$ cat config.mk
export PLATFORM = sky130hd
export DESIGN_NAME = cska26_norm_round
export DESIGN_NICKNAME = d
export VERILOG_FILES = /design/src/rtl/cska26_norm_round.sv
export SDC_FILE = /design/constraint.sdc
export NUM_CORES = 1
export LEC_CHECK = 0
export ABC_AREA = 1
export BUFFER_PORTS_ARGS = -buffer_cell sky130_fd_sc_hd__buf_4
export CAP_MARGIN = 20
export CORE_MARGIN = 1.5
export CORE_UTILIZATION = 50
export CTS_BUF_LIST = sky130_fd_sc_hd__clkbuf_8
export CTS_CLUSTER_SIZE = 10
export DETAILED_ROUTE_END_ITERATION = 16
export GPL_ROUTABILITY_DRIVEN = 0
export GPL_TIMING_DRIVEN = 0
export PLACE_DENSITY = 0.81
export SLEW_MARGIN = 20
export SYNTH_ARGS = -nofsm -noshare
export SYNTH_HDL_FRONTEND = slang
export SYNTH_SLANG_ARGS = --single-unit
export TNS_END_PERCENT = 10
$ cat constraint.sdc
create_clock -name clk -period 1.9 [get_ports clk]
set_input_delay 0.38 -clock clk [delete_from_list [all_inputs] [get_ports clk]]
set_output_delay 0.38 -clock clk [all_outputs]
set_load 0.01 [all_outputs]
$ cat src/rtl/cska26_norm_round.sv
// cska26_norm_round: two-stage normalize (leading-zero shift) and round of {cout, S} to a 24-bit mantissa.
// Define CSKA_NORM_RNE_EN for round-to-nearest-even; otherwise the mantissa is truncated.
module cska26_norm_round #(
  parameter int WIDTH  = 26,
  parameter int MANT_W = 24
) (
  input  logic              clk,
  input  logic              rst,
  input  logic              in_valid,
  output logic              in_ready,
  input  logic [WIDTH:1]    in_sum,
  input  logic              in_cout,
  output logic              out_valid,
  input  logic              out_ready,
  output logic [MANT_W:1]   out_mant,
  output logic [5:1]        out_shift,
  output logic              out_round_ovf,
  output logic              out_inexact,
  output logic              out_zero
);
  logic              s1_valid_q, s1_valid_d, s2_valid_q, s2_valid_d;
  logic [WIDTH:0]    v1_q, v1_d;
  logic [4:0]        lz1_q, lz1_d;
  logic              zero1_q, zero1_d;
  logic [MANT_W-1:0] mant_q, mant_d;
  logic [4:0]        shift_q, shift_d;
  logic              ovf_q, ovf_d, inex_q, inex_d, zero_q, zero_d;
  logic              s2_adv, s1_load;
  logic [WIDTH:0]    v_in, n;
  logic [4:0]        lz;
  logic [MANT_W-1:0] mant_n;
  logic              ovf_n;
`ifdef CSKA_NORM_RNE_EN
  logic [MANT_W:0]   sum;
`endif
  assign v_in          = {in_cout, in_sum};
  assign s2_adv        = s1_valid_q && (!s2_valid_q || out_ready);
  assign in_ready      = !s1_valid_q || s2_adv;
  assign s1_load       = in_ready && in_valid;
  assign out_valid     = s2_valid_q;
  assign out_mant      = mant_q;
  assign out_shift     = shift_q;
  assign out_round_ovf = ovf_q;
  assign out_inexact   = inex_q;
  assign out_zero      = zero_q;
  // ascending scan: the last set bit found is the most significant one
  always_comb begin
    lz = 5'd0;
    for (int i = 0; i <= WIDTH; i++)
      if (v_in[i]) lz = 5'(WIDTH - i);
  end
  always_comb begin
    n = v1_q << lz1_q;
`ifdef CSKA_NORM_RNE_EN
    sum    = {1'b0, n[WIDTH:3]} + (MANT_W+1)'(n[2] & (|n[1:0] | n[3]));
    ovf_n  = sum[MANT_W];
    mant_n = ovf_n ? {1'b1, {(MANT_W-1){1'b0}}} : sum[MANT_W-1:0];
`else
    ovf_n  = 1'b0;
    mant_n = n[WIDTH:3];
`endif
  end
  always_comb begin
    s1_valid_d = s1_load ? 1'b1 : (s2_adv ? 1'b0 : s1_valid_q);
    s2_valid_d = s2_adv ? 1'b1 : (out_ready ? 1'b0 : s2_valid_q);
    v1_d       = s1_load ? v_in : v1_q;
    lz1_d      = s1_load ? lz : lz1_q;
    zero1_d    = s1_load ? (v_in == '0) : zero1_q;
    mant_d     = s2_adv ? mant_n : mant_q;
    shift_d    = s2_adv ? lz1_q : shift_q;
    ovf_d      = s2_adv ? ovf_n : ovf_q;
    inex_d     = s2_adv ? |n[2:0] : inex_q;
    zero_d     = s2_adv ? zero1_q : zero_q;
  end
  always_ff @(posedge clk or posedge rst) begin
    if (rst) begin
      s1_valid_q <= 1'b0;
      s2_valid_q <= 1'b0;
      v1_q       <= '0;
      lz1_q      <= '0;
      zero1_q    <= 1'b0;
      mant_q     <= '0;
      shift_q    <= '0;
      ovf_q      <= 1'b0;
      inex_q     <= 1'b0;
      zero_q     <= 1'b0;
    end else begin
      s1_valid_q <= s1_valid_d;
      s2_valid_q <= s2_valid_d;
      v1_q       <= v1_d;
      lz1_q      <= lz1_d;
      zero1_q    <= zero1_d;
      mant_q     <= mant_d;
      shift_q    <= shift_d;
      ovf_q      <= ovf_d;
      inex_q     <= inex_d;
      zero_q     <= zero_d;
    end
  end
endmodule

==> metrics <==
TritonCTS Buffers 9; IR drop worst, VDD slightly below 0.4 mV; Mapped Area approximately 3800 um^2; Resized cells post-CTS 0; Final period util 0.941; initial DRC count approximately 260; post-synth top area share 0.431; Critical Path Fanout Max 10; DP HPWL 7970 um; hold_ws approximately 34 ps; Die Ht 90.6 um; Post-CTS Repair Setup Buffers 0; Initial Utilization 0.523; DR vias between 3000 and 4000; Hold Fails Final Rpt 0; Max Clock Freq 559 MHz; wire per inst roughly 14 um; Buf+Inv Stages, Crit Path 4; HP Class in2async; final setup violation count 0; Synth area leaders dfrtp_1, nand2_1, o21ai_1; WL final roughly 10000 um; Max-Cap Viols 0; mean area per synthesized cell approximately 7.0 um^2; crit-path cells buf_2 > inv_4 > buf_4 > nand3_1 > o21ai_1 > inv_1 > nand2_1 > o21ai_1 > o22ai_1 > o221ai_1; CP Data Required Time about 2100 ps; Hold Buf Count CTS 0; fin area between 4000 and 5000 um^2; 1st-pass router iterations 5; Synth top cells by count nand2_1, dfrtp_1, o21ai_1; CP peak stage delay ~360 ps; most frequent cell after synthesis nand2_1; IO Port Bufs 63; Synth cell types 30; first-pass GRT wire length 16700 um; synthesized instance count 545; Worst path top cell family by delay buffers and inverters; RSZ-0062 raised after global routing yes; total track usage 0.252; min Tclk post-route 1790 ps; status completed; worst-skew pair later-pin latency around 350 ps; TNS Setup 0 ps; Final ANT Viol Nets 0; CTS H-tree lvls 3; Die Footprint slightly above 8000 um^2; Yosys reg bits 66; PwrDens approximately 1000 nW/um^2; sequential cell area about 1700 um^2; total power ~0.0049 W; mean number of vias per cell approximately 5.5; sequential share of the synthesized area 0.431; clk slew on worst S/H paths 70 ps; EDFF count, synth 0; root buffer cell clkbuf_8; Slowest-stage cell, CP dfrtp_1; final layout net count 652; Syn Nets between 500 and 600; Worst slew margin 0.651; Top FF cell, synth dfrtp_1; num ports 65; # diodes 0; r2r setup slk roughly 110 ps; largest net degree at the start of global routing 31; Multi-input gate area around 1800 um^2; number of global-route vias before repair ~3700; Top cell by count, worst path o21ai_1; Worst R2R End out_mant[17]; Yosys Warn Count 0; Crit. End Element flop; Area after DPL between 4000 and 5000 um^2; CP arrival slightly below 2000 ps; Layout Utilization 0.645; critical path depth in cells 10; Post-synth ARST share 1.00; core area roughly 7300 um^2; drt drc 0; worst-margin pin slew 523 ps; critical path startpoint category flop; Row Count 31; CTS Buffer Depth 2; Die W around 90 um; CTS tree built; Lkg Pwr ~2.4 nW; Area growth, synth to finish 23.4%; Crit Reg-Reg Startpoint lz1_q[1]; initial antenna violation count 0; worst r2r path cells 10; Final Max Slew Viols 0; leading area contributor after synthesis dfrtp_1; Setup Skew around 4.4 ps; GRT overflow 0; Fillers between 600 and 700; CP Class reg2reg; clock sink count 66; share of layout cells above drive strength 1 0.178
-- per-stage QoR --
step,std cells,setup WS (ps)
4_1_cts,724,12.2
5_1_grt,724,-27.8
2_1_floorplan,545,278
6_report,724,111
3_3_place_gp,707,-5.89
3_5_place_dp,709,-34.0
-- worst register-to-register path, delay by kind of cell, from the launching register on --
kind | cells | cell delay (ps)
AOI/OAI and AO/OA | 4 | 540
DFF | 1 | 360
and+or+nand+nor | 2 | 160
buffers and inverters | 4 | 600
-- metal layers --
layer | track usage | wire length, um | share of wire | up-vias
li1 | - | - | - | 1939
met1 | 0.307 | 4360 | 0.43 | 1832
met2 | 0.426 | 4820 | 0.48 | 161
met3 | 0.0522 | 658 | 0.065 | 32
met4 | 0.118 | 286 | 0.028 | 0
met5 | 0 | 0 | 0 | -
-- cell usage in the layout, fill, tap and decap left out, drive strengths merged --
| master | synthesis | layout |
|---|---|---|
| inv | 42 | 42 |
| nor2 | 38 | 38 |
| a32o | 3 | 3 |
| o221ai | 6 | 6 |
| o31ai | 2 | 2 |
| o211ai | 7 | 7 |
| bufinv | 4 | 5 |
| a31oi | 6 | 6 |
| clkinvlp | 0 | 1 |
| o21ai | 84 | 84 |
| mux2i | 1 | 1 |
| nand2 | 195 | 195 |
| or4 | 1 | 1 |
| o311ai | 3 | 3 |
| clkbuf | 18 | 33 |
| buf | 15 | 77 |
| a211oi | 3 | 3 |
| nor3 | 5 | 5 |
| or2 | 2 | 2 |
| dfrtp | 66 | 66 |
| nand3 | 27 | 27 |
| nor4 | 2 | 2 |
| conb | 1 | 1 |
| a21oi | 7 | 7 |
| clkinv | 1 | 2 |
| o22ai | 6 | 6 |
-- where the power goes --
| part | internal [W] | leakage, nW | switching, W | total (W) |
|---|---|---|---|---|
| sequential | 0.00172 | 0.825 | 0.000207 | 0.00193 |
| combinational | 0.000764 | 1.44 | 0.00104 | 0.00180 |
| clock | 0.000699 | 0.110 | 0.000513 | 0.00121 |
-- logic make-up after synthesis --
| family | synth area share |
|---|---|
| DFF | 0.431 |
| muxes | 0.00261 |
| buffers and inverters | 0.0959 |
| AOI/OAI and AO/OA | 0.190 |
| and+or+nand+nor | 0.280 |
| other | 0.000978 |
-- cell type report --
cell class,instances,area share
Multi-Input combinational cell,399,0.390
Buffer,33,0.0312
Tap cell,99,0.0262
Clock buffer,12,0.0349
Sequential cell,66,0.349
Clock inverter,3,0.00820
Timing Repair Buffer,65,0.110
Inverter,47,0.0503
-- registers in the layout, summed over array words and instances, names as in the netlist --
register,count
lz1_q,5
out_inexact,1
out_mant,24
out_shift,5
out_valid,1
out_zero,1
s1_valid_q,1
v1_q,27
zero1_q,1
-- worst max-delay path by stage --
stage,start,to
finish,lz1_q[1],out_mant[17]
floorplan,out_valid,lz1_q[4]
global route,lz1_q[0],out_mant[17]
global placement,in_sum[2],lz1_q[0]
detailed placement,out_ready,zero1_q
CTS,lz1_q[1],out_mant[17]
Power figures use the tool's default switching activity.
